<file path="config.mk">
export PLATFORM = sky130hd
export DESIGN_NAME = arbiter_bus_controller_flat
export DESIGN_NICKNAME = d
export VERILOG_FILES = /design/src/rtl/arbiter_bus_controller_if.sv /design/src/rtl/arbiter_bus_controller.sv /design/src/flat_wrapper.sv
export SDC_FILE = /design/constraint.sdc
export NUM_CORES = 1
export LEC_CHECK = 0
export CORE_AREA = 2 2 406 408
export CTS_CLUSTER_DIAMETER = 40
export DETAILED_ROUTE_END_ITERATION = 12
export DIE_AREA = 0 0 408 410
export GPL_TIMING_DRIVEN = 0
export PLACE_DENSITY = 0.38
export SLEW_MARGIN = 20
export SYNTH_ARGS = -nofsm -noshare
export SYNTH_HDL_FRONTEND = slang
export SYNTH_SLANG_ARGS = --single-unit
</file>
<file path="constraint.sdc">
create_clock -name clk -period 3.87 [get_ports clk]
set_input_delay 0.5805 -clock clk [delete_from_list [all_inputs] [get_ports clk]]
set_output_delay 0.5805 -clock clk [all_outputs]
set_load 0.05 [all_outputs]
</file>
<file path="src/rtl/arbiter_bus_controller_if.sv">
// Shared memory port between the transaction controller (master) and the memory (slave).
interface arbiter_bus_controller_if #(
  parameter int ADDR_WIDTH = 32,
  parameter int DATA_WIDTH = 64
);
  logic                  mem_req;
  logic                  mem_wr;
  logic [ADDR_WIDTH-1:0] mem_addr;
  logic [DATA_WIDTH-1:0] mem_wr_data;
  logic                  mem_ack;
  logic [DATA_WIDTH-1:0] mem_rd_data;

  modport master (output mem_req, mem_wr, mem_addr, mem_wr_data,
                  input  mem_ack, mem_rd_data);
  modport slave  (input  mem_req, mem_wr, mem_addr, mem_wr_data,
                  output mem_ack, mem_rd_data);
endinterface

</file>
<file path="src/rtl/arbiter_bus_controller.sv">
// Runs one shared-memory transaction per grant and holds the round-robin arbiter while busy.
// Optional request timeout abort enabled by defining ARB_TIMEOUT_EN.
module arbiter_bus_controller #(
  parameter int NUM_CLIENTS    = 8,
  parameter int ADDR_WIDTH     = 32,
  parameter int DATA_WIDTH     = 64,
  parameter int TIMEOUT_CYCLES = 256
) (
  input  logic                              clk,
  input  logic                              rst,
  input  logic [NUM_CLIENTS-1:0]            grants,
  input  logic [NUM_CLIENTS*ADDR_WIDTH-1:0] client_addr,
  input  logic [NUM_CLIENTS*DATA_WIDTH-1:0] client_wr_data,
  input  logic [NUM_CLIENTS-1:0]            client_wr_en,
  output logic                              hold,
  output logic                              busy,
  output logic [NUM_CLIENTS-1:0]            client_done,
  output logic [NUM_CLIENTS-1:0]            client_err,
  output logic [DATA_WIDTH-1:0]             client_rd_data,
  arbiter_bus_controller_if.master          mem
);
  localparam int IDXW = (NUM_CLIENTS > 1) ? $clog2(NUM_CLIENTS) : 1;

  typedef enum logic [1:0] {IDLE, REQ, RESP} state_t;

  state_t                state_q, state_d;
  logic [IDXW-1:0]       sel_idx, gidx;
  logic                  timeout;
  logic [ADDR_WIDTH-1:0] addr_arr [NUM_CLIENTS];
  logic [DATA_WIDTH-1:0] wdat_arr [NUM_CLIENTS];

  for (genvar i = 0; i < NUM_CLIENTS; i++) begin : g_client
    assign addr_arr[i] = client_addr[i*ADDR_WIDTH +: ADDR_WIDTH];
    assign wdat_arr[i] = client_wr_data[i*DATA_WIDTH +: DATA_WIDTH];
  end

  // Lowest set bit wins if the arbiter ever hands us more than one grant.
  always_comb begin
    gidx = '0;
    for (int i = NUM_CLIENTS-1; i >= 0; i--)
      if (grants[i]) gidx = IDXW'(i);
  end

  always_ff @(posedge clk) begin
    if (rst) state_q <= IDLE;
    else     state_q <= state_d;
  end

  always_comb begin
    state_d = state_q;
    case (state_q)
      IDLE:    if (|grants) state_d = REQ;
      REQ:     if (mem.mem_ack || timeout) state_d = RESP;
      RESP:    state_d = IDLE;
      default: state_d = IDLE;
    endcase
  end

  assign hold = (state_q != IDLE);
  assign busy = hold;

  always_ff @(posedge clk) begin
    if (rst) begin
      sel_idx         <= '0;
      mem.mem_req     <= 1'b0;
      mem.mem_wr      <= 1'b0;
      mem.mem_addr    <= '0;
      mem.mem_wr_data <= '0;
      client_rd_data  <= '0;
      client_done     <= '0;
    end else begin
      client_done <= '0;
      case (state_q)
        IDLE: if (|grants) begin
          sel_idx         <= gidx;
          mem.mem_addr    <= addr_arr[gidx];
          mem.mem_wr_data <= wdat_arr[gidx];
          mem.mem_wr      <= client_wr_en[gidx];
          mem.mem_req     <= 1'b1;
        end
        REQ: if (mem.mem_ack) begin
          // Write acks also return whatever the memory drives; the client ignores it.
          client_rd_data       <= mem.mem_rd_data;
          mem.mem_req          <= 1'b0;
          client_done[sel_idx] <= 1'b1;
        end else if (timeout) begin
          client_rd_data       <= '0;
          mem.mem_req          <= 1'b0;
          client_done[sel_idx] <= 1'b1;
        end
        default: ;
      endcase
    end
  end

`ifdef ARB_TIMEOUT_EN
  localparam int CNTW = $clog2(TIMEOUT_CYCLES+1);

  logic [CNTW-1:0] to_cnt;

  // Count holds the number of ack-less REQ cycles already completed.
  assign timeout = (state_q == REQ) && !mem.mem_ack &&
                   (to_cnt == CNTW'(TIMEOUT_CYCLES-1));

  always_ff @(posedge clk) begin
    if (rst) begin
      to_cnt     <= '0;
      client_err <= '0;
    end else begin
      client_err <= '0;
      if (state_q == IDLE)
        to_cnt <= '0;
      else if (state_q == REQ && !mem.mem_ack)
        to_cnt <= to_cnt + 1'b1;
      if (timeout)
        client_err[sel_idx] <= 1'b1;
    end
  end
`else
  logic unused_timeout_cfg;

  assign timeout            = 1'b0;
  assign client_err         = '0;
  assign unused_timeout_cfg = (TIMEOUT_CYCLES == 0);
`endif

endmodule

</file>
<file path="src/flat_wrapper.sv">
// flat-port wrapper written by rule: the top's interface ports become plain ports
module arbiter_bus_controller_flat 
#(
  parameter int NUM_CLIENTS    = 8,
  parameter int ADDR_WIDTH     = 32,
  parameter int DATA_WIDTH     = 64,
  parameter int TIMEOUT_CYCLES = 256
)
  (clk, rst, grants, client_addr, client_wr_data, client_wr_en, hold, busy, client_done, client_err, client_rd_data, mem_mem_req, mem_mem_wr, mem_mem_addr, mem_mem_wr_data, mem_mem_ack, mem_mem_rd_data);
  arbiter_bus_controller_if #(.ADDR_WIDTH(ADDR_WIDTH), .DATA_WIDTH(DATA_WIDTH)) mem_i ();
  input  logic clk;
  input  logic rst;
  input  logic [NUM_CLIENTS-1:0] grants;
  input  logic [NUM_CLIENTS*ADDR_WIDTH-1:0] client_addr;
  input  logic [NUM_CLIENTS*DATA_WIDTH-1:0] client_wr_data;
  input  logic [NUM_CLIENTS-1:0] client_wr_en;
  output logic hold;
  output logic busy;
  output logic [NUM_CLIENTS-1:0] client_done;
  output logic [NUM_CLIENTS-1:0] client_err;
  output logic [DATA_WIDTH-1:0] client_rd_data;
  output wire logic [$bits(mem_i.mem_req)-1:0] mem_mem_req;
  output wire logic [$bits(mem_i.mem_wr)-1:0] mem_mem_wr;
  output wire logic [$bits(mem_i.mem_addr)-1:0] mem_mem_addr;
  output wire logic [$bits(mem_i.mem_wr_data)-1:0] mem_mem_wr_data;
  input wire logic [$bits(mem_i.mem_ack)-1:0] mem_mem_ack;
  input wire logic [$bits(mem_i.mem_rd_data)-1:0] mem_mem_rd_data;
  assign mem_mem_req = mem_i.mem_req;
  assign mem_mem_wr = mem_i.mem_wr;
  assign mem_mem_addr = mem_i.mem_addr;
  assign mem_mem_wr_data = mem_i.mem_wr_data;
  assign mem_i.mem_ack = mem_mem_ack;
  assign mem_i.mem_rd_data = mem_mem_rd_data;
  arbiter_bus_controller #(.NUM_CLIENTS(NUM_CLIENTS), .ADDR_WIDTH(ADDR_WIDTH), .DATA_WIDTH(DATA_WIDTH), .TIMEOUT_CYCLES(TIMEOUT_CYCLES)) u_core (.clk(clk), .rst(rst), .grants(grants), .client_addr(client_addr), .client_wr_data(client_wr_data), .client_wr_en(client_wr_en), .hold(hold), .busy(busy), .client_done(client_done), .client_err(client_err), .client_rd_data(client_rd_data), .mem(mem_i));
endmodule
</file>
* After elaboration in Yosys (flattened, before gate mapping)
Cells that the tools add are included.
** Cells by class
- Muxes and demuxes :: 24
- Bitwise gates (word level) :: 3
- Magnitude comparators :: 4
- Reductions and logical operators :: 10
- Equal/unequal tests :: 3
** Operator list (number)
- binary-select mux 64 bit (select 3 bit) :: 1
- two-way mux 64 bit :: 2
- binary-select mux 32 bit (select 3 bit) :: 1
- two-way mux 32 bit :: 2
- two-way mux 3 bit :: 8
- < comparator 3 x 4 -> 1 bit (second input constant) :: 2
- OR reduction 8 bit :: 1
- AND reduction 2 bit :: 3
- greater-or-equal comparator 4 bit (second input constant) :: 1
- two-way mux 1 bit :: 4
- two-way mux 2 bit :: 2
- inverter 3 -> 4 bit :: 1
- case mux 2 bit (2 select lines) :: 1
- nonzero test 2 bit :: 2
- binary-select mux 1 bit (select 3 bit) :: 1
- demux 1 bit (select 3 bit) :: 1
- greater-or-equal comparator 3 x 1 -> 1 bit (second input constant) :: 1
- AND reduction 3 bit :: 1
- OR reduction 3 bit :: 1
- == test 2 x 1 -> 1 bit (second input constant) :: 1
- logical NOT 2 bit :: 1
- != test 2 x 1 -> 1 bit (second input constant) :: 1
- != test 2 bit (second input constant) :: 1
- inverter 1 bit :: 2
- other kinds (2) :: 2
** Storage, ports and cells
- Output and inout bits :: 180
- Bits of input ports :: 851
- Bits in registers :: 175
- Word-level logic and storage cells :: 52

* Logic depth before layout (Yosys ltp)
- Depth after elaboration :: 12
- Mapped depth :: 9
- Mapped depth without buffers :: 5

* Worst setup path after synthesis
OpenSTA, ideal clock, no wires.
- Path kind :: input to register
- Start point :: input port grants[2]
- End point :: register u_core.mem.mem_addr[13]
- Setup time :: 0.082 ns
- Slack :: 1.575 ns
- Path buffers :: 3
- Stages :: 8
- Data arrival time :: 2.213 ns
- Cells stage by stage :: buf_6 > nor4_4 > or4b_4 > nor2_4 > buf_4 > buf_2 > o21ai_0 > o2111ai_1
** Between the ends
- Cells in the longest elaborated chain, start to end :: 7
- Elaborated cells on any way between the ends :: 9
- Classes of those cells :: mux (6); bitwise (1); reduce/logical (2)
** Ends and longest elaborated chain
- from (decl) :: line flat_wrapper.sv:13 : input logic [NUM_CLIENTS-1:0] grants;
- two-way mux 3 bit (3 in series) :: line arbiter_bus_controller.sv:41 : if (grants[i]) gidx = IDXW'(i);
- inverter 3 -> 4 bit (not written as such) :: line arbiter_bus_controller.sv:76 : mem.mem_addr <= addr_arr[gidx];
- binary-select mux 32 bit (select 3 bit) :: line arbiter_bus_controller.sv:76
- two-way mux 32 bit (not written as such) (2 in series) :: line arbiter_bus_controller.sv:76
- to (signal assigned) :: line arbiter_bus_controller.sv:76
- to (decl) :: line arbiter_bus_controller_if.sv:13 : modport master (output mem_req, mem_wr, mem_addr, mem_wr_data,
Parallel ways exist; a longest one is shown, timed or not. The select of a mux whose other input is x is not followed.
A chain may end at the register's enable or synchronous reset.

* Worst setup path in the final report
- Start point :: input port grants[6]
- End point :: register u_core.mem.mem_wr_data[4]
** Between the ends
- Cells in the longest elaborated chain, start to end :: 11
- Elaborated cells on any way between the ends :: 13
- Classes of those cells :: mux (10); bitwise (1); reduce/logical (2)
** Ends and longest elaborated chain
- two-way mux 3 bit (7 in series) :: line arbiter_bus_controller.sv:41
- inverter 3 -> 4 bit (not written as such) :: line arbiter_bus_controller.sv:77 : mem.mem_wr_data <= wdat_arr[gidx];
- binary-select mux 64 bit (select 3 bit) :: line arbiter_bus_controller.sv:77
- two-way mux 64 bit (not written as such) (2 in series) :: line arbiter_bus_controller.sv:77
- to (signal assigned) :: line arbiter_bus_controller.sv:77
- to (decl) :: line arbiter_bus_controller_if.sv:13
Parallel ways exist; a longest one is shown, timed or not. The select of a mux whose other input is x is not followed.

==> flow_metrics.py <==
metrics = {
    "clock_tree": {
        "cts_setup_buffers": 0,
        "clock-sinks": 175,
        "clkTransAtPathRegs_ns": 0.10,
        "cts-htree-levels": 4,
        "numCtsBuffers": 17,
        "clock_path_buffers": 2,
        "cts_root_buf": "clkbuf_16",
        "cts_hold_buf": 0,
        "cts_tree": "built",
        "clk_latency_ns": 0.55,
    },
    "power_and_ir_drop": {
        "irDropWorstVdd_mv": 0.290,
        "p_leak_nw": 8.89,
        "powerDensity_nw_per_um2": 271,
    },
    "logic_synthesis": {
        "netlist_area_um2": 12900,
        "yosysSeqAreaShare": 0.272,
        "synth-edff-count": 0,
        "ys_ff_latch": 175,
        "synth_commonest_cells": "189 x o21a_1, 187 x nor3b_1, 175 x dfxtp_1, 175 x o21ai_0, 161 x a21oi_1",
        "synth.largest_area_cell": "dfxtp_1",
        "synth_top_area_frac": 0.272,
        "yosys.cell_count.top_type": "o21a_1",
        "syn_avg_cell_area_um2": 7.57,
        "synthFlopType": "dfxtp_1",
        "synthTopCellsByArea": "dfxtp_1 27%, o21a_1 11%, nor3b_1 11%",
        "synth_cells": 1702,
        "synth.distinct_cells": 43,
        "yosysWarnings": 0,
        "async_reset_ff_frac": 0,
    },
    "sta": {
        "hold_ws_ns": 0.458,
        "rsz0062_at_grt": "no",
        "final-setup-viol-count": 0,
        "fin_skew_ns": 0.0322,
        "slew_headroom": 0.370,
        "period_share": 0.959,
        "slew_viol_final": 0,
        "fmax_ghz": 0.269,
        "final_hold_viol_count": 0,
        "tightest_slew_ns": 0.946,
        "fin_crit_ns": 3.71,
    },
    "worst_setup_path": {
        "r2r_slack_ns": 0.87,
        "worstReg2RegEnd": "u_core.mem.mem_wr_data[32]$_SDFFE_PP0P_",
        "arrival_ns": 4.12,
        "endpoint_kind": "flop",
        "path_max_fanout": 15,
        "cp_data_required_time_ns": 4.28,
        "worstSetupPathType": "input port to flop",
        "cp_num_buf_inv": 4,
        "crit_family": "buffers and inverters",
        "timing.rr.start": "u_core.state_q[1]$_SDFFE_PP0P_",
        "cp.depth": 9,
        "max_stage_delay_ns": 0.68,
        "cp-start-kind": "input port",
        "r2r.worst_path.cells": 7,
        "path_cells": "clkdlybuf4s50_1 -> nand2b_1 -> a2111oi_4 -> clkbuf_2 -> buf_16 -> clkbuf_1 -> nor3b_1 -> o21ai_0 -> o2111ai_1",
        "critPathSlowestCell": "a2111oi_4",
    },
    "hold_path": {
        "min_to": "u_core.client_rd_data[60]$_SDFFE_PP0P_",
        "min_path_cells": 2,
        "hp-class": "flop to flop",
        "holdCritStartpoint": "u_core.client_rd_data[60]$_SDFFE_PP0P_",
    },
    "floorplanning": {
        "core_area_um2": 163000,
        "row_count": 149,
        "fp.dieArea_um2": 167000,
        "start_util": 0.0788,
        "die_h_um": 410,
        "io_pins": 1031,
        "chipWidth_um": 408,
    },
    "final_layout": {
        "multi_input_area_um2": 8580,
        "drive_gt1_frac": 0.0451,
        "seq_area_um2": 3500,
        "nNetsFinal": 3612,
        "fin_cells": 4973,
        "fill_cells": 18700,
        "area_growth_pct": 109,
        "utilization": 0.164,
    },
    "route": {
        "viasPerCell": 3.72,
        "drc": 0,
        "via_count": 18500,
        "routed_wl_mm": 148,
        "drt_iter0_markers": 1300,
        "drtAntennaViolNets": 0,
        "dr.pass1.iters": 5,
        "wire_per_inst_um": 29.7,
    },
    "placement": {
        "hpwl_mm": 129,
        "numPortBuffers": 1020,
        "finalWeightedCongestion": 0.929,
        "place_inst": 4934,
    },
    "global_routing": {
        "grt.overflow.total": 0,
        "grt_max_degree": 20,
        "grtUsageTotal": 0.170,
        "grt_pass1_wl_mm": 188,
        "antenna_found_initial": 47,
        "grt_pass1_vias": 18800,
    },
    "run": {
        "maxCapViolCount": 0,
    },
    "outcome": {
        "status": "finished clean",
    },
}
## kinds of logic (layout without fill, tap and decap cells)
family | count (synthesis) | in the layout | synth area share
AOI/OAI and AO/OA | 749 | 749 | 0.380
buffers and inverters | 204 | 1269 | 0.0671
DFF | 175 | 175 | 0.272
muxes | 103 | 103 | 0.0803
other | 1 | 18 | 0.000291
and+or+nand+nor | 470 | 470 | 0.201
## how the worst max path moves through the flow
stage	startpoint	endpoint	slack, ns
after detailed placement	grants[0]	u_core.mem.mem_wr_data[24]$_SDFFE_PP0P_	-1.25
after floorplan	grants[2]	u_core.mem.mem_addr[13]$_SDFFE_PP0P_	1.57
after global placement	grants[6]	u_core.mem.mem_wr_data[28]$_SDFFE_PP0P_	-2.71
after CTS	grants[0]	u_core.mem.mem_wr_data[21]$_SDFFE_PP0P_	0.04
after global routing	grants[3]	u_core.mem.mem_wr_data[4]$_SDFFE_PP0P_	0.03
final	grants[6]	u_core.mem.mem_wr_data[4]$_SDFFE_PP0P_	0.16
## stage by stage
stage               worst slack (ns)  area, µm²  total power [W]  TNS [ns]
global route                  0.0259      26900          0.00759         0
CTS                           0.0410      26900          0.00746         0
global placement               -2.71      25900          0.00534   -104.67
detailed placement             -1.25      26300          0.00538    -46.15
floorplan                       1.57      12900          0.00338         0
finish                         0.159      26900          0.00730         0
## flip-flops by register name, indices dropped and copies added (netlist names)
name and count:
u_core.state_q 2, u_core.mem.mem_wr 1, u_core.client_done 8, u_core.mem.mem_req 1
u_core.mem.mem_addr 32, u_core.mem.mem_wr_data 64, u_core.client_rd_data 64, u_core.sel_idx 3
## placed cells by master (no fill, tap or decap), types with 4 or more instances in the layout
cell type,netlist,routed
clkdlybuf4s50_1,0,1020
o21a_1,189,189
nor3b_1,187,187
dfxtp_1,175,175
o21ai_0,175,168
a21oi_1,161,160
nand2_1,136,136
clkbuf_1,149,127
nor2_1,117,116
mux2i_1,100,97
a22oi_1,93,93
o2111ai_1,93,93
o21ai_1,16,23
buf_2,22,21
clkbuf_2,0,20
buf_4,15,18
clkbuf_16,0,17
buf_1,12,11
diode_2,0,10
nor3_1,9,8
conb_1,1,8
buf_16,0,8
buf_12,0,6
nor4b_1,5,5
a221o_1,4,4
inv_1,4,4
nor2_4,2,4
clkinv_8,0,4
clkinv_4,0,4
inv_8,0,4
## metal layers
metal  global-route usage  up-vias  wire length (µm)
li1                     -     8464                 -
met1                0.210     9060             63100
met2                0.297      854             73200
met3               0.0372      112              8760
met4               0.0400       12              2650
met5                    0        -                78
## power by group
part	leakage, nW	internal (W)	switching, W	total (W)
clock	0.291	0.000867	0.00112	0.00199
sequential	1.44	0.00196	0.000114	0.00207
combinational	7.16	0.00143	0.00181	0.00324
total	8.89	0.00426	0.00304	0.00730
## repair_timing
item,in CTS,in global routing
gates resized for setup,6,3
setup endpoints to repair,18,5
pin swaps,0,1
## tightest hold or removal path, delay by kind of cell, from the launching register on
family | cells | cell delay, ns
AND/OR/NAND/NOR | 1 | 0.05
AO/OA/AOI/OAI | 1 | 0.05
flip-flops | 1 | 0.31
## final cells by class
cell class | instances | area share
clock inverters | 15 | 0.00624
well taps | 2189 | 0.102
clock buffers | 17 | 0.0158
plain buffers | 197 | 0.0322
repair buffers | 1036 | 0.393
flip-flops and latches | 175 | 0.130
diodes | 10 | 0.000931
inverters | 4 | 0.000558
multi-input cells | 1330 | 0.319
No activity file was read; power rests on OpenSTA's default activity.
